File: config.mk
export PLATFORM = sky130hd
export DESIGN_NAME = fft_frame_scheduler
export DESIGN_NICKNAME = d
export VERILOG_FILES = /design/src/rtl/fft_frame_scheduler.sv
export SDC_FILE = /design/constraint.sdc
export NUM_CORES = 1
export LEC_CHECK = 0
export BUFFER_PORTS_ARGS = -buffer_cell sky130_fd_sc_hd__buf_2
export CAP_MARGIN = 20
export CORE_AREA = 8 8 112 104
export DETAILED_ROUTE_END_ITERATION = 7
export DIE_AREA = 0 0 120 112
export GPL_TIMING_DRIVEN = 0
export PLACE_DENSITY = 0.73
export REMOVE_ABC_BUFFERS = 1
export SLEW_MARGIN = 20
export SYNTH_ARGS = -nofsm -noshare
export SYNTH_HDL_FRONTEND = slang
export SYNTH_SLANG_ARGS = --single-unit
File: constraint.sdc
create_clock -name clk_in -period 1.6 [get_ports clk_in]
set_input_delay 0.24 -clock clk_in [delete_from_list [all_inputs] [get_ports clk_in]]
set_output_delay 0.24 -clock clk_in [all_outputs]
set_load 0.01 [all_outputs]
File: src/rtl/fft_frame_scheduler.sv
// Frame scheduler between the decimator and the note writer: gates whole frames into
// the window/FFT, waits for the peak result, and confirms a note once the bin is stable.
module fft_frame_scheduler #(
    parameter int unsigned FRAME_LEN    = 1024,
    parameter int unsigned PEAK_TIMEOUT = 4096,
    parameter int unsigned HOLD_FRAMES  = 3
) (
    input  logic        clk_in,
    input  logic        rst_in,
    input  logic        record_in,
    input  logic        sample_valid_in,
    output logic        win_valid_out,
    output logic        frame_start_out,
    input  logic        fft_ready_in,
    input  logic        fft_valid_in,
    input  logic        fft_last_in,
    input  logic        peak_valid_in,
    input  logic [11:0] peak_in,
    output logic        commit_out,
    output logic [11:0] peak_out,
    output logic        note_strobe_out,
    output logic        busy_out,
    output logic        timeout_out,
    output logic [15:0] frame_count_out,
    output logic [15:0] dropped_count_out
);

    localparam int unsigned FillW = $clog2(FRAME_LEN + 1);
    localparam int unsigned WaitW = $clog2(PEAK_TIMEOUT);
    localparam int unsigned RunW  = $clog2(HOLD_FRAMES + 1);

    localparam logic [FillW-1:0] FillLast = FillW'(FRAME_LEN - 1);
    localparam logic [WaitW-1:0] WaitLast = WaitW'(PEAK_TIMEOUT - 1);
    localparam logic [RunW-1:0]  RunHold  = RunW'(HOLD_FRAMES);
    localparam logic [RunW-1:0]  RunOne   = RunW'(1);

    typedef enum logic [2:0] {
        StIdle,
        StArm,
        StFill,
        StDrain,
        StWaitPeak,
        StCommit
    } state_e;

    state_e           state_q, state_d;
    logic [FillW-1:0] fill_cnt_q, fill_cnt_d;
    logic [WaitW-1:0] wait_cnt_q, wait_cnt_d;
    logic [RunW-1:0]  run_cnt_q, run_cnt_d;
    logic [11:0]      prev_bin_q, prev_bin_d;
    logic [11:0]      peak_q, peak_d;
    logic [15:0]      frame_cnt_q, frame_cnt_d;
    logic [15:0]      drop_cnt_q, drop_cnt_d;
    logic             commit_q, commit_d;
    logic             note_q, note_d;
    logic             timeout_q, timeout_d;
    logic             frame_start_q, frame_start_d;
    logic             same_bin;
    logic             drop;

    always_comb begin
        state_d       = state_q;
        fill_cnt_d    = fill_cnt_q;
        wait_cnt_d    = wait_cnt_q;
        run_cnt_d     = run_cnt_q;
        prev_bin_d    = prev_bin_q;
        peak_d        = peak_q;
        frame_cnt_d   = frame_cnt_q;
        drop_cnt_d    = drop_cnt_q;
        commit_d      = 1'b0;
        note_d        = 1'b0;
        timeout_d     = 1'b0;
        frame_start_d = 1'b0;
        same_bin      = (peak_in == prev_bin_q);

        // Samples outside FILL are lost; IDLE is not recording so those are not drops.
        drop = sample_valid_in &&
               (state_q inside {StArm, StDrain, StWaitPeak, StCommit});
        if (drop && (drop_cnt_q != 16'hFFFF)) begin
            drop_cnt_d = drop_cnt_q + 16'd1;
        end

        case (state_q)
            StIdle: begin
                if (record_in) begin
                    state_d = StArm;
                end
            end
            StArm: begin
                if (fft_ready_in) begin
                    state_d       = StFill;
                    fill_cnt_d    = '0;
                    frame_start_d = 1'b1;
                end
            end
            StFill: begin
                if (sample_valid_in) begin
                    fill_cnt_d = fill_cnt_q + 1'b1;
                    if (fill_cnt_q == FillLast) begin
                        state_d = StDrain;
                    end
                end
            end
            StDrain: begin
                if (fft_valid_in && fft_last_in) begin
                    state_d    = StWaitPeak;
                    wait_cnt_d = '0;
                end
            end
            StWaitPeak: begin
                // A peak arriving on the expiry cycle takes priority over the timeout.
                if (peak_valid_in) begin
                    state_d     = StCommit;
                    commit_d    = 1'b1;
                    peak_d      = peak_in;
                    prev_bin_d  = peak_in;
                    frame_cnt_d = frame_cnt_q + 16'd1;
                    if (!same_bin) begin
                        run_cnt_d = RunOne;
                    end else if (run_cnt_q != RunHold) begin
                        run_cnt_d = run_cnt_q + 1'b1;
                    end
                    note_d = (run_cnt_d == RunHold) && (!same_bin || (run_cnt_q != RunHold));
                end else if (wait_cnt_q == WaitLast) begin
                    timeout_d = 1'b1;
                    run_cnt_d = '0;
                    state_d   = record_in ? StArm : StIdle;
                end else begin
                    wait_cnt_d = wait_cnt_q + 1'b1;
                end
            end
            StCommit: begin
                state_d = record_in ? StArm : StIdle;
            end
            default: begin
                state_d = StIdle;
            end
        endcase
    end

    always_ff @(posedge clk_in or negedge rst_in) begin
        if (!rst_in) begin
            state_q       <= StIdle;
            fill_cnt_q    <= '0;
            wait_cnt_q    <= '0;
            run_cnt_q     <= '0;
            prev_bin_q    <= 12'hFFF;
            peak_q        <= '0;
            frame_cnt_q   <= '0;
            drop_cnt_q    <= '0;
            commit_q      <= 1'b0;
            note_q        <= 1'b0;
            timeout_q     <= 1'b0;
            frame_start_q <= 1'b0;
        end else begin
            state_q       <= state_d;
            fill_cnt_q    <= fill_cnt_d;
            wait_cnt_q    <= wait_cnt_d;
            run_cnt_q     <= run_cnt_d;
            prev_bin_q    <= prev_bin_d;
            peak_q        <= peak_d;
            frame_cnt_q   <= frame_cnt_d;
            drop_cnt_q    <= drop_cnt_d;
            commit_q      <= commit_d;
            note_q        <= note_d;
            timeout_q     <= timeout_d;
            frame_start_q <= frame_start_d;
        end
    end

    assign win_valid_out     = (state_q == StFill) && sample_valid_in;
    assign frame_start_out   = frame_start_q;
    assign commit_out        = commit_q;
    assign peak_out          = peak_q;
    assign note_strobe_out   = note_q;
    assign busy_out          = (state_q != StIdle);
    assign timeout_out       = timeout_q;
    assign frame_count_out   = frame_cnt_q;
    assign dropped_count_out = drop_cnt_q;

endmodule

==> impl_metrics.json, run 1 <==
{
  "status": "finished, violations left",
  "violations": "negative setup slack",
  "drc": 0,
  "vias": 3795,
  "hold_path_class": "in2reg",
  "cts_tree": "yes",
  "slew_headroom": 0.664,
  "antenna_found_initial": 0,
  "avgSynthCellArea_um2": 10.0,
  "synth_common_cells": "97 x nand2_1, 76 x dfrtp_1, 31 x xor2_1, 19 x nand3_1, 16 x o21ai_0",
  "grt_pass1_vias": 3703,
  "p_switching_uw": 2770,
  "synth_edf_count": 0,
  "routed_wl_um": 11900,
  "die_h_um": 112,
  "gp_congestion": 0.798,
  "clk_latency_ns": 0.37,
  "synthTopCellsByArea": "dfrtp_1 45%, nand2_1 8.6%, dfstp_2 7.4%, xor2_1 6.4%, nand3_1 2.2%",
  "p_clk_frac": 0.207,
  "p_per_area_nw_per_um2": 1270,
  "netlist_area_um2": 4250,
  "synthCells": 424,
  "cp-start-kind": "flip-flop",
  "grt_max_degree": 55,
  "yosys_warnings": 0,
  "dieArea_um2": 13400,
  "syn_to_final_growth_pct": 43.1,
  "post-route-period-util": 1.11,
  "vias_per_cell": 5.48,
  "wl_per_cell_um": 17.3,
  "internal_power_uw": 4950,
  "placementRows": 35,
  "rsz0062_at_grt": "yes",
  "max_slew.worst_pin.slew_ns": 0.504,
  "r2r-start": "state_q[1]",
  "hpwl_um": 6460,
  "fin_cells": 692,
  "switching_share": 0.359,
  "crit_required_ns": 1.84,
  "ant_nets": 0,
  "clock_sinks": 88,
  "startpoint": "state_q[1]",
  "placed_cells": 609,
  "yosysTopAreaCellShare": 0.448,
  "p_leak_uw": 0.00295,
  "finClkSkew_ns": 0.0164,
  "root_buffer": "clkbuf_8",
  "ys_seq_elements": 88,
  "coreArea_um2": 9850,
  "r2r_slack_ns": -0.17,
  "n_antenna_cell": 0,
  "fin_crit_ns": 1.77,
  "ys_seq_area_frac": 0.522,
  "grt_pass1_wl_um": 18200,
  "clk_pin_slew_ns": 0.10,
  "drive_gt1_frac": 0.451,
  "crit_end": "wait_cnt_q[8]",
  "synthFlopType": "dfrtp_1",
  "yosys.area.top_type": "dfrtp_1",
  "peakVddDrop_uv": 723,
  "synth_async_sr_flop_share": 1.00,
  "synth.most_common_cell": "nand2_1",
  "arrival_ns": 2.01,
  "ff2ff_path_depth": 6,
  "nNetsFinal": 582,
  "critPathMaxFanout": 6,
  "r2r_end": "wait_cnt_q[8]",
  "pwr-share-seq": 0.424,
  "cts_buffers": 9,
  "fmax_ghz": 0.565,
  "synth_cell_types": 60,
  "setup_ws_ns": -0.171,
  "worstSetupPathType": "reg2reg",
  "grt_usage": 0.163,
  "initial_core_util": 0.431,
  "cap_violations": 0,
  "cts.htree.levels": 3,
  "dp_slack_ns": -1.35,
  "drt_pass1_iterations": 4,
  "ios": 70,
  "cp-end-kind": "flip-flop",
  "setup_viol": 41,
  "die_w_um": 120,
  "clk_path_buf_depth": 2,
  "port_buffers": 69,
  "grt-ovfl-total": 0,
  "maxSlewViolCount": 0,
  "drt_iter0_markers": 169,
  "final-hold-violation-count": 0,
  "pwr-share-comb": 0.369
}
registers in the layout, indices dropped and copies added (netlist names):
name	count
peak_out	12
run_cnt_q	2
note_strobe_out	1
dropped_count_out	16
state_q	3
prev_bin_q	12
commit_out	1
timeout_out	1
frame_count_out	16
wait_cnt_q	12
frame_start_out	1
fill_cnt_q	11
layout by cell type (no fill, tap or decap), types with 11 or more instances in the layout:
cell / netlist / routed
nand3_1: 19 / 13
nand2_2: 1 / 11
nand4_1: 12 / 12
nand2_1: 97 / 85
xor2_1: 31 / 31
dfstp_2: 12 / 12
buf_2: 4 / 67
buf_6: 2 / 16
dfrtp_1: 76 / 67
buf_4: 1 / 46
worst min-delay path by stage:
| stage | from | cells after the start | to | slack, ns |
|---|---|---|---|---|
| 6_report | peak_in[6] | 3 | prev_bin_q[6] | 0.08 |
| 5_1_grt | peak_in[8] | 3 | prev_bin_q[8] | 0.09 |
| 2_1_floorplan | rst_in | 0 | commit_out | -0.06 |
| 4_1_cts | peak_in[6] | 3 | prev_bin_q[6] | 0.08 |
| 3_5_place_dp | rst_in | 1 | fill_cnt_q[2] | 0.24 |
| 3_3_place_gp | prev_bin_q[6] | 2 | prev_bin_q[6] | 0.45 |
area by class of cell:
| cell class | count | area (um^2) |
|---|---|---|
| Multi-Input combinational cell | 319 | 2460 |
| Fill cell | 776 | 3770 |
| Inverter | 4 | 32.5 |
| Clock buffer | 9 | 124 |
| Clock inverter | 7 | 76.3 |
| Sequential cell | 88 | 2230 |
| Timing Repair Buffer | 136 | 988 |
| Tap cell | 129 | 161 |
through the flow:
| step | TNS (ns) | utilization | hold slack [ns] | cell area (um^2) | total power (uW) |
|---|---|---|---|---|---|
| floorplan | -31.71 | - | -0.0556 | 4170 | 4270 |
| global placement | -118.23 | 0.475 | 0.453 | 4680 | 4840 |
| detailed placement | -55.99 | 0.479 | 0.235 | 4720 | 4940 |
| CTS | -1.37 | 0.561 | 0.0808 | 5530 | 7180 |
| global route | -6.62 | 0.617 | 0.0931 | 6080 | 8160 |
| finish | -2.22 | 0.617 | 0.0814 | 6080 | 7720 |
routing by layer:
layer	wire, um	GRT usage	share of wire	vias up
met5	0	0	0	-
met4	187	0.0674	0.016	0
met3	565	0.0283	0.047	20
met2	6260	0.273	0.52	98
met1	4940	0.202	0.41	1899
li1	-	-	-	1778
kinds of logic (layout without fill, tap and decap cells):
logic type	Yosys count	in the layout	synth area share
muxes	4	4	0.0106
xor gates and xnor gates	41	41	0.0845
DFF	88	88	0.522
and+or+nand+nor	204	205	0.239
AOI/OAI and AO/OA	65	65	0.110
buffers and inverters	18	156	0.0215
adders and majority gates	4	4	0.0118
timing repair:
item,4_1_cts,5_1_grt
pin swaps,16,33
hold endpoints to repair,34,0
resized for setup,59,84
endpoints found under the setup margin,89,55
gates cloned,1,0
hold buffers,1,0
buffers inserted,35,30
power by group through the flow:
stage / clock network (uW) / logic (uW) / registers, uW
floorplan: 0 / 958 / 3320
global placement: 0 / 1580 / 3260
detailed placement: 0 / 1650 / 3290
CTS: 1620 / 2320 / 3230
global route: 1720 / 3090 / 3350
finish: 1600 / 2850 / 3270
critical path, stage by stage (launching register included):
cell     delay (ns)
dfrtp_4        0.53
buf_6          0.13
nor4b_4        0.27
o31ai_4        0.13
buf_4          0.15
and3_4         0.15
a311o_1        0.28
Note: power is estimated with default switching activity, not from simulation.
==> run 2: changes to the inputs <==
CORE_AREA = 8 8 147 80   (was 8 8 112 104)
DIE_AREA = 0 0 155 88   (was 0 0 120 112)
PLACE_DENSITY = 0.74   (was 0.73)
==> run 2 against run 1 <==
  * Maximum frequency decreased by 7.1%
  * Highest routed layer unchanged
  * Via count increased by 6.1%
  * Largest power group unchanged
  * Clock power increased by 44%
  * Non-clock buffer count is 12 higher
  * Global-route usage is 2.5 points higher
  * Die area rose by 1.5%
  * Critical path type unchanged
  * Design area up 5.3%
  * Hold slack better by 0.046 ns
  * The flow still finishes with violations (negative setup slack)
  * Critical path depth stayed put
==> impl_metrics.json, run 2 (synthesis results as in run 1) <==
{
  "status": "finished, violations left",
  "violations": "negative setup slack",
  "antenna_found_initial": 0,
  "setup_viol": 49,
  "rsz0062_at_grt": "yes",
  "multiInputGateArea_um2": 2520,
  "clk_path_buf_depth": 2,
  "die_w_um": 155,
  "finClkSkew_ns": 0.00727,
  "maxSlewViolCount": 0,
  "grt_pass1_vias": 3914,
  "fmax_ghz": 0.524,
  "cp-start-kind": "flip-flop",
  "final_common_cell": "nand2_1",
  "coreArea_um2": 9790,
  "hold_path_class": "in2reg",
  "finalSetupTns_ns": -5.97,
  "setup_ws_ns": -0.307,
  "busiest_layer": "met2",
  "critPathMaxFanout": 6,
  "drt_pass1_iterations": 5,
  "fin_hold_ws_ns": 0.127,
  "dp_slack_ns": -1.47,
  "placedInstanceArea_um2": 4730,
  "peakVddDrop_uv": 838,
  "drt_iter0_markers": 271,
  "cts_buffers": 9,
  "fin_crit_ns": 1.91,
  "cp-end-kind": "flip-flop",
  "die_h_um": 88,
  "initial_core_util": 0.434,
  "post-route-cell-area_um2": 6400,
  "grt_pass1_wl_um": 20200,
  "use_met2": 0.288,
  "clock_sinks": 88,
  "grt_usage": 0.188,
  "drive_gt1_frac": 0.464,
  "r2r_slack_ns": -0.31,
  "grt_max_degree": 46,
  "wl_per_cell_um": 19.7,
  "p_per_area_nw_per_um2": 1370,
  "placementRows": 26,
  "regArea_um2": 2240,
  "vias": 4025,
  "final_cell_mix": "97 x nand2_1, 69 x buf_2, 64 x dfrtp_1",
  "clk_pin_slew_ns": 0.06,
  "power.total_uw": 8770,
  "grt-ovfl-total": 0,
  "vias_per_cell": 5.62,
  "cts.htree.levels": 3,
  "crit_required_ns": 1.81,
  "post-route-period-util": 1.19,
  "port_buffers": 69,
  "cts_tree": "yes",
  "root_buffer": "clkbuf_16",
  "clk_latency_ns": 0.34,
  "ant_nets": 0,
  "worstSetupPathType": "reg2reg",
  "ios": 70,
  "routed_wl_um": 14100,
  "met1_usage": 0.243,
  "use_met3": 0.0635,
  "final-hold-violation-count": 0,
  "drc": 0,
  "dieArea_um2": 13600,
  "arrival_ns": 2.12,
  "nNetsFinal": 595,
  "n_antenna_cell": 0,
  "cap_violations": 0,
  "p_leak_uw": 0.00312,
  "max_slew.worst_pin.slew_ns": 0.593,
  "syn_to_final_growth_pct": 50.7,
  "slew_headroom": 0.605,
  "gp_congestion": 0.842,
  "hpwl_um": 7390,
  "nFillCells": 708
}
-- run 2: cell types whose count changed in the layout (fill, tap and decap cells not counted), moves of 3 or more --
cell	before	now
nand2_2	11	1
dfrtp_1	67	64
buf_6	16	19
clkbuf_8	9	1
clkbuf_16	0	9
o21ai_0	10	5
o21ai_2	0	3
buf_4	46	54
nand2_1	85	97
-- run 2: path summary, 6_finish.rpt --
check                                      end           from  depth (start not counted)
worst max-delay path             wait_cnt_q[8]     state_q[1]                          6
worst min-delay path            prev_bin_q[11]    peak_in[11]                          3
worst max register to register   wait_cnt_q[8]     state_q[1]                          6
worst min register to register   prev_bin_q[0]  prev_bin_q[0]                          2
max in group asynchronous        prev_bin_q[4]         rst_in                          3
min in group asynchronous        fill_cnt_q[2]         rst_in                          2
-- run 2: cell type report --
class                   count  area share
well taps                 140      0.0274
inverters                   4     0.00684
flip-flops and latches     88       0.349
repair buffers            148       0.169
clock buffers              10      0.0373
clock inverters             6      0.0141
repair inverters            1     0.00176
multi-input cells         319       0.394
-- run 2: critical path: stages (launching register included) --
cell,delay [ns]
dfrtp_4,0.53
buf_12,0.15
nor4b_4,0.33
o31ai_4,0.17
buf_6,0.17
and3_4,0.16
a311o_1,0.28
-- run 2: per-stage QoR --
step / instances / util
2_1_floorplan: 410 / -
3_3_place_gp: 619 / 0.479
3_5_place_dp: 620 / 0.483
4_1_cts: 682 / 0.597
5_1_grt: 716 / 0.654
6_report: 716 / 0.654
-- run 2: repair_timing --
item	4_1_cts	5_1_grt
hold buffers	1	0
cloned	1	2
endpoints found under the hold margin	38	0
setup buffers	44	33
pin swaps	14	28
resized for setup	75	73
endpoints found under the setup margin	89	61
-- run 2: power by group --
group / internal [uW] / switching [uW]
registers: 2800 / 519
logic: 1520 / 1620
clock network: 1420 / 897
total: 5730 / 3040
-- run 2: layer usage --
metal	vias up	wire length, um
met2	183	6690
li1	1804	-
met5	-	0
met3	33	991
met1	2005	6090
met4	0	299
